### config.mk
export PLATFORM = sky130hd
export DESIGN_NAME = scoreboard
export DESIGN_NICKNAME = d
export VERILOG_FILES = /design/src/rtl/scoreboard.sv
export SDC_FILE = /design/constraint.sdc
export NUM_CORES = 1
export LEC_CHECK = 0
export BUFFER_PORTS_ARGS = -buffer_cell sky130_fd_sc_hd__buf_2
export CORE_AREA = 2 2 60 62
export DETAILED_ROUTE_END_ITERATION = 10
export DIE_AREA = 0 0 62 64
export GPL_TIMING_DRIVEN = 1
export SYNTH_ARGS = -nofsm -noshare
export SYNTH_HDL_FRONTEND = slang
export SYNTH_SLANG_ARGS = --single-unit
export TNS_END_PERCENT = 20
### constraint.sdc
create_clock -name clk -period 3.51 [get_ports clk]
set_input_delay 0.702 -clock clk [delete_from_list [all_inputs] [get_ports clk]]
set_output_delay 0.702 -clock clk [all_outputs]
set_load 0.01 [all_outputs]
### src/rtl/scoreboard.sv
// Four-digit BCD game score: counts point_add rising edges, freezes after bird_die.
// Latency: score updates at the same clk edge that samples the point_add rising edge.
// Backpressure: none; saturates at 9999 and ignores increments once dead.
module scoreboard (
  input  logic       clk,
  input  logic       rst,
  input  logic       point_add,
  input  logic       bird_die,
  output logic [3:0] points_3,
  output logic [3:0] points_2,
  output logic [3:0] points_1,
  output logic [3:0] points_0
);

  // point_add history for edge detection, and sticky game-over flag
  logic prev;
  logic dead;

  // combinational next-state of the score digits
  logic [3:0] nxt_3;
  logic [3:0] nxt_2;
  logic [3:0] nxt_1;
  logic [3:0] nxt_0;

  logic rise;
  logic at_max;
  logic inc;

  // A point counts only on a fresh 0->1 edge, while alive, not on the
  // game-over edge itself, and never past 9999.
  assign rise   = point_add & ~prev;
  assign at_max = (points_3 == 4'd9) && (points_2 == 4'd9) &&
                  (points_1 == 4'd9) && (points_0 == 4'd9);
  assign inc    = rise & ~dead & ~bird_die & ~at_max;

  // Decimal ripple increment: each digit wraps 9->0 only when all lower digits wrap.
  always_comb begin
    nxt_3 = points_3;
    nxt_2 = points_2;
    nxt_1 = points_1;
    nxt_0 = points_0;
    if (inc) begin
      if (points_0 != 4'd9) begin
        nxt_0 = points_0 + 4'd1;
      end else begin
        nxt_0 = 4'd0;
        if (points_1 != 4'd9) begin
          nxt_1 = points_1 + 4'd1;
        end else begin
          nxt_1 = 4'd0;
          if (points_2 != 4'd9) begin
            nxt_2 = points_2 + 4'd1;
          end else begin
            nxt_2 = 4'd0;
            // at_max excludes the 9999 case, so points_3 is below 9 here
            nxt_3 = points_3 + 4'd1;
          end
        end
      end
    end
  end

  // Edge history and dead flag; reset overrides every other input.
  always_ff @(posedge clk) begin
    if (!rst) begin
      prev <= 1'b0;
      dead <= 1'b0;
    end else begin
      prev <= point_add;
      if (bird_die) begin
        dead <= 1'b1;
      end
    end
  end

  // Score digit registers.
  always_ff @(posedge clk) begin
    if (!rst) begin
      points_3 <= 4'd0;
      points_2 <= 4'd0;
      points_1 <= 4'd0;
      points_0 <= 4'd0;
    end else begin
      points_3 <= nxt_3;
      points_2 <= nxt_2;
      points_1 <= nxt_1;
      points_0 <= nxt_0;
    end
  end

endmodule

==> results.ini <==
[layout]
area_delta_synth_final_pct=18.3
multi_input_area_um2=559
nets=132
register_area_um2=360
drive_gt1_frac=0.232
final_area_um2=1140
diodes=0
nFillCells=346

[floorplanning]
die_y_um=64
dieArea_um2=3970
die_w_um=62
ios=20
start_util=0.293
coreArea_um2=3280
row_count=21

[placed_design]
place_congestion=0.726
portBuffers=19
place_hpwl_um=1540
dpl_cell_area_um2=1100
place_ws_ps=1260

[detailed_routing]
drt_iter0_markers=69
wl_per_cell_um=12.1
routed_via_density=5.05
drc=0
wl_um=2070
drt-pass1-iter-count=4
ant_nets=0
vias=863

[grt]
grt.total_usage=0.114
grt_pass1_wl_um=3460
antenna_found_initial=0
gr-total-overflow=0
grt_max_degree=17
grt_pass1_vias=763

[pwr]
p_leak_uw=0.000421
p_per_area_nw_per_um2=308
ir_worst_vdd_v=0.0000757

[timing]
rsz0062_at_grt=no
tightest_slew_ps=391
finalClockSkew_ps=3.75
setup_viol_count_final=0
fmax_mhz=513
setup_ws_ps=1560
period_minus_slack_ps=1950
hold_violations=0
fin_tns_setup_ps=0
slew_violations=0
hold_slack_ps=514
fin_crit_sh=0.555
slew_headroom=0.733

[synthesis]
synth_area_um2=962
ys.flop_type=dfxtp_1
synth_edf_count=0
yosysTopAreaCell=dfxtp_1
ys.warnings.count=0
synthCells=105
syn_nets=111
synth.top_cell.area_share=0.375
synth_cell_types=41
avgSynthCellArea_um2=9.16
synth_area_leaders=dfxtp_1 (37%), a21oi_1 (4.2%), nand2_1 (3.5%)
async_flop_share=0
synth_commonest_cells=dfxtp_1 (18), nand2_1 (9), a21oi_1 (8)
ys_ff_latch=18
synth_most_common_cell=dfxtp_1
synth_seq_area_share=0.375

[cts]
cts.sinks=18
htree_levels=1
clk_latency_ps=290
cts.path.max_buffers=2
cts.hold.buffers_added=0
cts_repair_resize_count=0
root_buffer=clkbuf_4
cts_tree=built
cts_setup_buffers=0
path_clk_slew_ps=100
cts_buffers=3

[worst_setup_path]
endpoint_kind=flip-flop
crit_type=primary input to flip-flop
cp_max_fo=16
cp-start-kind=primary input
arrival_ps=2170
cp_data_required_time_ps=3730

[run]
maxCapViolCount=0

[outcome]
status=completed

[worst_hold_path]
hp-class=flip-flop to flip-flop

-- sequential cells by signal (all words and copies together) (netlist names) --
name and cells:
prev 1, dead 1, points_2 4, points_1 4, points_0 4, points_3 4
-- path summary, 6_finish.rpt --
| kind | startpoint | end | slack, ps | cells past startpoint |
|---|---|---|---|---|
| hold reg to reg | points_3[3] | points_3[3] | 510 | 2 |
| hold / removal | points_3[3] | points_3[3] | 510 | 2 |
| setup / recovery | bird_die | points_3[2] | 1560 | 5 |
| setup reg to reg | points_3[0] | points_0[3] | 1620 | 5 |
-- cells in the final DEF (no fill, tap or decap), types with 2 or more instances in the layout --
master,count
nand2_1,9
nor3_1,2
clkbuf_4,3
o41ai_1,3
o311ai_1,3
and4_1,2
nand4_1,4
nor2_1,4
o31ai_1,2
nand2b_1,3
inv_1,7
mux2i_1,2
o21ai_0,3
a21oi_1,8
ha_1,2
dfxtp_1,18
nand3_1,5
buf_2,19
nor3b_2,2
o31a_1,2
-- logic make-up (layout without fill, tap and decap cells) --
kind of cell,after synthesis,in the layout,share of synthesized area
AND/OR/NAND/NOR,41,41,0.295
AO/OA/AOI/OAI,30,30,0.230
flip-flops,18,18,0.375
buffers and inverters,11,31,0.0442
adder cells (fa/ha/maj),2,2,0.0260
multiplexers,2,2,0.0208
XOR/XNOR,1,1,0.00910
-- critical path, stage by stage --
cell	delay [ps]
buf_2	120
nor4b_4	430
nand3_4	240
or4_1	510
a21oi_1	160
-- report_power, final --
| group | switching [uW] | total [uW] | internal [uW] |
|---|---|---|---|
| Clock | 63.7 | 127 | 63.2 |
| Combinational | 8.49 | 13.8 | 5.36 |
| Sequential | 3.07 | 210 | 206 |
-- stage by stage --
step	util	cells	total power (uW)
final	0.347	171	350
after global routing	0.347	171	370
after CTS	0.347	171	356
after detailed placement	0.336	167	228
after global placement	0.336	167	228
after floorplan	-	105	222
-- per-layer routing --
metal,track usage,vias to the layer above,share of wire
met5,0,-,0
met4,0.0479,0,0.0048
met3,0.0304,2,0.061
met2,0.165,25,0.46
met1,0.157,392,0.47
li1,-,444,-
-- area by class of cell --
class,instances,share of cell area
repair buffers,19,0.0835
well taps,46,0.0505
clock buffers,4,0.0319
inverters,8,0.0264
flip-flops and latches,18,0.316
multi-input cells,76,0.491
Note: power is estimated with default switching activity, not from simulation.
